<file path="src/rtl/sram_ctrl.sv">
// sram_ctrl: 16x8 register-file SRAM with a req/ack command handshake.
// Define SRAM_CLEAR_EN to zero the whole array in a 16-cycle sweep after every reset.
module sram_ctrl (
  input  logic       clk,
  input  logic       rst,
  input  logic       req,
  input  logic       we,
  input  logic [3:0] addr,
  input  logic [7:0] din,
  output logic [7:0] q,
  output logic       ack,
  output logic       busy
);
`ifdef SRAM_CLEAR_EN
  typedef enum logic [2:0] {IDLE, WRITE, READ, DONE, CLEAR} state_t;
  localparam state_t RST_ST = CLEAR;
  logic [3:0] ptr_q, ptr_d;
`else
  typedef enum logic [1:0] {IDLE, WRITE, READ, DONE} state_t;
  localparam state_t RST_ST = IDLE;
`endif
  state_t     state_q, state_d;
  logic       we_q, we_d;
  logic [3:0] addr_q, addr_d;
  logic [7:0] din_q, din_d;
  logic [7:0] q_q, q_d;
  logic [7:0] mem [16];
  logic       mem_we;
  logic [3:0] mem_addr;
  logic [7:0] mem_wdata;
  always_comb begin
    state_d   = state_q;
    we_d      = we_q;
    addr_d    = addr_q;
    din_d     = din_q;
    q_d       = q_q;
    mem_we    = 1'b0;
    mem_addr  = addr_q;
    mem_wdata = din_q;
`ifdef SRAM_CLEAR_EN
    ptr_d     = ptr_q;
`endif
    case (state_q)
      IDLE: if (req) begin
        state_d = we ? WRITE : READ;
        we_d    = we;
        addr_d  = addr;
        din_d   = din;
      end
      WRITE: begin
        mem_we  = 1'b1;
        state_d = DONE;
      end
      READ: begin
        q_d     = mem[addr_q];
        state_d = DONE;
      end
      DONE: state_d = IDLE;
`ifdef SRAM_CLEAR_EN
      CLEAR: begin
        mem_we    = 1'b1;
        mem_addr  = ptr_q;
        mem_wdata = 8'h00;
        ptr_d     = ptr_q + 4'd1;
        state_d   = &ptr_q ? IDLE : CLEAR;
      end
`endif
      default: state_d = IDLE;
    endcase
  end
  always_ff @(posedge clk or posedge rst) begin
    if (rst) begin
      state_q <= RST_ST;
      we_q    <= 1'b0;
      addr_q  <= 4'h0;
      din_q   <= 8'h00;
      q_q     <= 8'h00;
`ifdef SRAM_CLEAR_EN
      ptr_q   <= 4'h0;
`endif
    end else begin
      state_q <= state_d;
      we_q    <= we_d;
      addr_q  <= addr_d;
      din_q   <= din_d;
      q_q     <= q_d;
`ifdef SRAM_CLEAR_EN
      ptr_q   <= ptr_d;
`endif
    end
  end
  // Array has no reset so contents survive a reset; aborted writes never reach here because state is forced out of WRITE.
  always_ff @(posedge clk) begin
    if (mem_we) mem[mem_addr] <= mem_wdata;
  end
  assign q    = q_q;
  assign ack  = state_q == DONE;
  assign busy = state_q != IDLE;
endmodule

</file>
<file path="config.mk">
export PLATFORM = sky130hd
export DESIGN_NAME = sram_ctrl
export DESIGN_NICKNAME = d
export VERILOG_FILES = /design/src/rtl/sram_ctrl.sv
export SDC_FILE = /design/constraint.sdc
export NUM_CORES = 1
export LEC_CHECK = 0
export ABC_AREA = 1
export CAP_MARGIN = 20
export CORE_MARGIN = 2
export CORE_UTILIZATION = 40
export DETAILED_ROUTE_END_ITERATION = 10
export GPL_TIMING_DRIVEN = 0
export SLEW_MARGIN = 10
export SYNTH_ARGS = -nofsm -noshare
export SYNTH_HDL_FRONTEND = slang
export SYNTH_SLANG_ARGS = --single-unit
</file>
<file path="constraint.sdc">
create_clock -name clk -period 4.63 [get_ports clk]
set_input_delay 0.926 -clock clk [delete_from_list [all_inputs] [get_ports clk]]
set_output_delay 0.926 -clock clk [all_outputs]
set_load 0.02 [all_outputs]
</file>
Word level (Yosys, flattened, before mapping)
Memory sizes are Yosys's and may differ from the RTL's. A register that Yosys moved wholly into a read port is not among the register bits. Index checks and enable logic that the tools add are counted.

Eq/ne operators: 4. Multiplexer cells: 6. Reduce and logical (&&, ||, !) cells: 4.

Operator list (number): $pmux 2 s3 (1); $eq 2x2->1 const B (2); $mux 2 (2); $mux 1 (3); $eq 2x1->1 const B (1); $logic_not 2->1 (1); $ne 2x2->1 const B (1); $reduce_and 2->1 (1); $reduce_bool 2->1 (1); $reduce_or 2->1 (1).

Register bits after elaboration: 14. Memory bits (writable): 128. Output and inout port bits: 10. Word-level logic and storage cells: 18. Memories: 1.

Memories: mem (depth 16, width 8, rd ports 1, clocked after memory_dff 1, write ports 1, RTL line 27) `logic [7:0] mem [16];`.

Depth between registers and ports, before layout
Depth in word-level cells: 4. Mapped depth: 11. Gate-level depth less buffers: 9.

Worst setup path after synthesis
OpenSTA, ideal clock, no wires.

Path type: input to register. Start: input req. End: register din_q[6]. Library setup time: 0.125 ns. Arrival time: 1.650 ns. Setup slack: 2.855 ns. Stages: 3. Cell sequence: nand2_1 -> buf_2 -> mux2_2.

Cells in the longest elaborated chain, start to end: 1.

RTL lines: start, declared (RTL line 6) `input logic req,`; $reduce_and 2->1 (no source line); end signal, assigned (RTL line 85) `din_q <= din_d;`; end, declared (RTL line 25) `logic [7:0] din_q, din_d;`.

No other way between the ends. A chain may end at the register's enable or synchronous reset.

Worst setup path in the final report
Start: register state_q[0]. End: output busy.

Cells in the longest elaborated chain, start to end: 1.

RTL lines: start, declared (RTL line 22) `state_t state_q, state_d;`; start signal, assigned (RTL line 82) `state_q <= state_d;`; $reduce_bool 2->1 (RTL line 98) `assign busy = state_q != IDLE;`; end, declared (RTL line 12) `output logic busy`.

No other way between the ends.

==> results.toml <==
[outcome]
outcome = "complete, no violations"

[clock_tree]
clock_latency_ps = 430
post_cts_buffers = 0
clk_path_buf_depth = 2
root_buffer = "clkbuf_16"
cts_tree = "yes"
cts_inserted_buffers = 17
ctsResizeCount = 0
cts_max_level = 4
clkSlewWorstSetupHoldPaths_ps = 60
cts.sinks = 150
cts_hold_buf = 0

[worst_setup_path]
path_delay_family = "buffers and inverters"
cpMaxStageDelayCell = "clkdlybuf4s50_1"
cp_cell_sequence = "inv_1 -> ha_1 -> inv_1 -> clkdlybuf4s50_1"
worst-path-buf-inv = 3
slowest_delay_ps = 600
crit_top_cell = "inv_1"
reg2reg_depth = 5
path_class = "register to output pin"
required_ps = 3700
crit_cells = 4
cp-start-kind = "register"
crit_arrival_ps = 1800
cp-end-kind = "output pin"
crit_fanout = 4

[route]
drtIter0Drc = 415
first_pass_iters = 5
postRouteAntennaNets = 0
via_per_inst = 5.14
drcViolationCount = 0
vias = 4189
wl_per_cell_um = 18.3
wirelength_um = 14900

[timing]
fin_hold_ws_ps = 519
setup_viol = 0
max_freq_mhz = 366
fin_crit_ps = 2730
rsz0062_at_grt = "no"
slew-limit-headroom = 0.400
setup_tns_ps = 0
hold_viol = 0
final.setup_skew_ps = 12.7
fin_crit_sh = 0.589
slew_viol_final = 0
worst_pin_slew_ps = 897

[yosys]
seq_area_frac_synth = 0.708
syn_area_per_cell_um2 = 10.9
syn-instance-count = 570
syn-num-nets = 591
synth.cell_area_um2 = 6200
ys_async_sr_fraction = 0.147
synthFlopType = "edfxtp_1"
synth_top_area_cell = "edfxtp_1"
synthTopCellsByCount = "nand2_1, edfxtp_1, nor2_1"
synth-seq-cells = 150
synth.most_common_cell = "nand2_1"
synth.distinct_cells = 17
synth_top_area_frac = 0.620
ys_warn_count = 0
synth.area.top_cells = "edfxtp_1, nand2_1, dfrtp_1"
synth_edf_count = 128

[die]
io_pins = 26
fp.dieH_um = 129
num_rows = 45
start_util = 0.408
die_x_um = 129
die-area_um2 = 16500
core_um2 = 15200

[placed_design]
dp_hpwl_um = 10000
gp_congestion = 0.932
io_buffers = 25

[worst_hold_path]
min_delay_path_depth = 2
hold_path.class = "register to register"

[power_and_ir_drop]
p_per_area_nw_per_um2 = 671
vdd_drop_max_v = 0.000460
leakagePower_nw = 2.88

[global_routing]
overflow = 0
grt_start_max_net_pins = 23
grt_pass1_wl_um = 23300
grt_use_total = 0.193
grt_pass1_vias = 4046
antenna_found_initial = 0

[final_layout]
fin_nets = 635
antenna_cells = 0
area_growth_pct = 17.0
drive_gt1_frac = 0.0989

[job]
maxCapViolCount = 0
## power breakdown
group / total [W] / switching [W] / internal, W
clock network: 0.00131 / 0.000564 / 0.000749
registers: 0.00212 / 0.000292 / 0.00183
logic: 0.00144 / 0.000965 / 0.000476
total: 0.00487 / 0.00182 / 0.00305
## worst paths after layout
check	to	startpoint	slack, ps
max reg2reg	mem[10][0]	addr_q[0]	2330
max in group asynchronous	din_q[1]	rst	3100
min in group asynchronous	q[6]	rst	990
min	q[4]	q[4]	520
min reg2reg	q[4]	q[4]	520
max	busy	state_q[0]	1900
## sequential cells by signal, indices dropped and copies added, names as in the netlist
| register | count |
|---|---|
| mem | 128 |
| din_q | 8 |
| addr_q | 4 |
| q | 8 |
| state_q | 2 |
## cells by family after synthesis
group / share of synthesized area
mux: 0.0145
simple gates: 0.230
buf+inv: 0.0305
fa+ha+maj: 0.0101
compound gates: 0.00605
flops: 0.708
## metal layers
layer	part of all wire	track usage
met2	0.47	0.303
met3	0.072	0.0341
met5	0	0
met1	0.44	0.270
met4	0.023	0.0767
## placed cells by master (no fill, tap or decap), drive strengths merged
| cell | instances |
|---|---|
| clkinv | 4 |
| nor2 | 48 |
| dfrtp | 22 |
| ha | 5 |
| inv | 20 |
| mux2 | 8 |
| clkinvlp | 4 |
| o22ai | 2 |
| or2 | 1 |
| bufinv | 1 |
| edfxtp | 128 |
| buf | 19 |
| a21oi | 4 |
| nand2 | 259 |
| clkdlybuf4s50 | 25 |
| clkbuf | 24 |
| nand3 | 44 |
| nand4 | 8 |
| o21ai | 1 |
## worst min-delay path: cells and delay by family, from the launching register on
family / cells / cell delay, ps
flops: 1 / 350
simple gates: 2 / 130
## stage by stage
step,area (um2),setup WS [ps],util,power (W),instances
finish,7260,1900,0.477,0.00487,815
global route,7260,1850,0.477,0.00515,815
CTS,7260,1890,0.477,0.00489,815
detailed placement,6690,2220,0.440,0.00358,783
global placement,6690,2270,0.440,0.00355,783
floorplan,6200,2850,-,0.00295,570
## final cells by class
type                       instances  area [um2]
inverter                          14        52.6
clock buffer                      17         425
multi-input combinational        380        1620
clock inverter                    15         144
fill                            1376        7950
timing repair buffer              25         250
sequential                       150        4390
buffer                            26         136
tap                              188         235
Power figures use the tool's default switching activity.
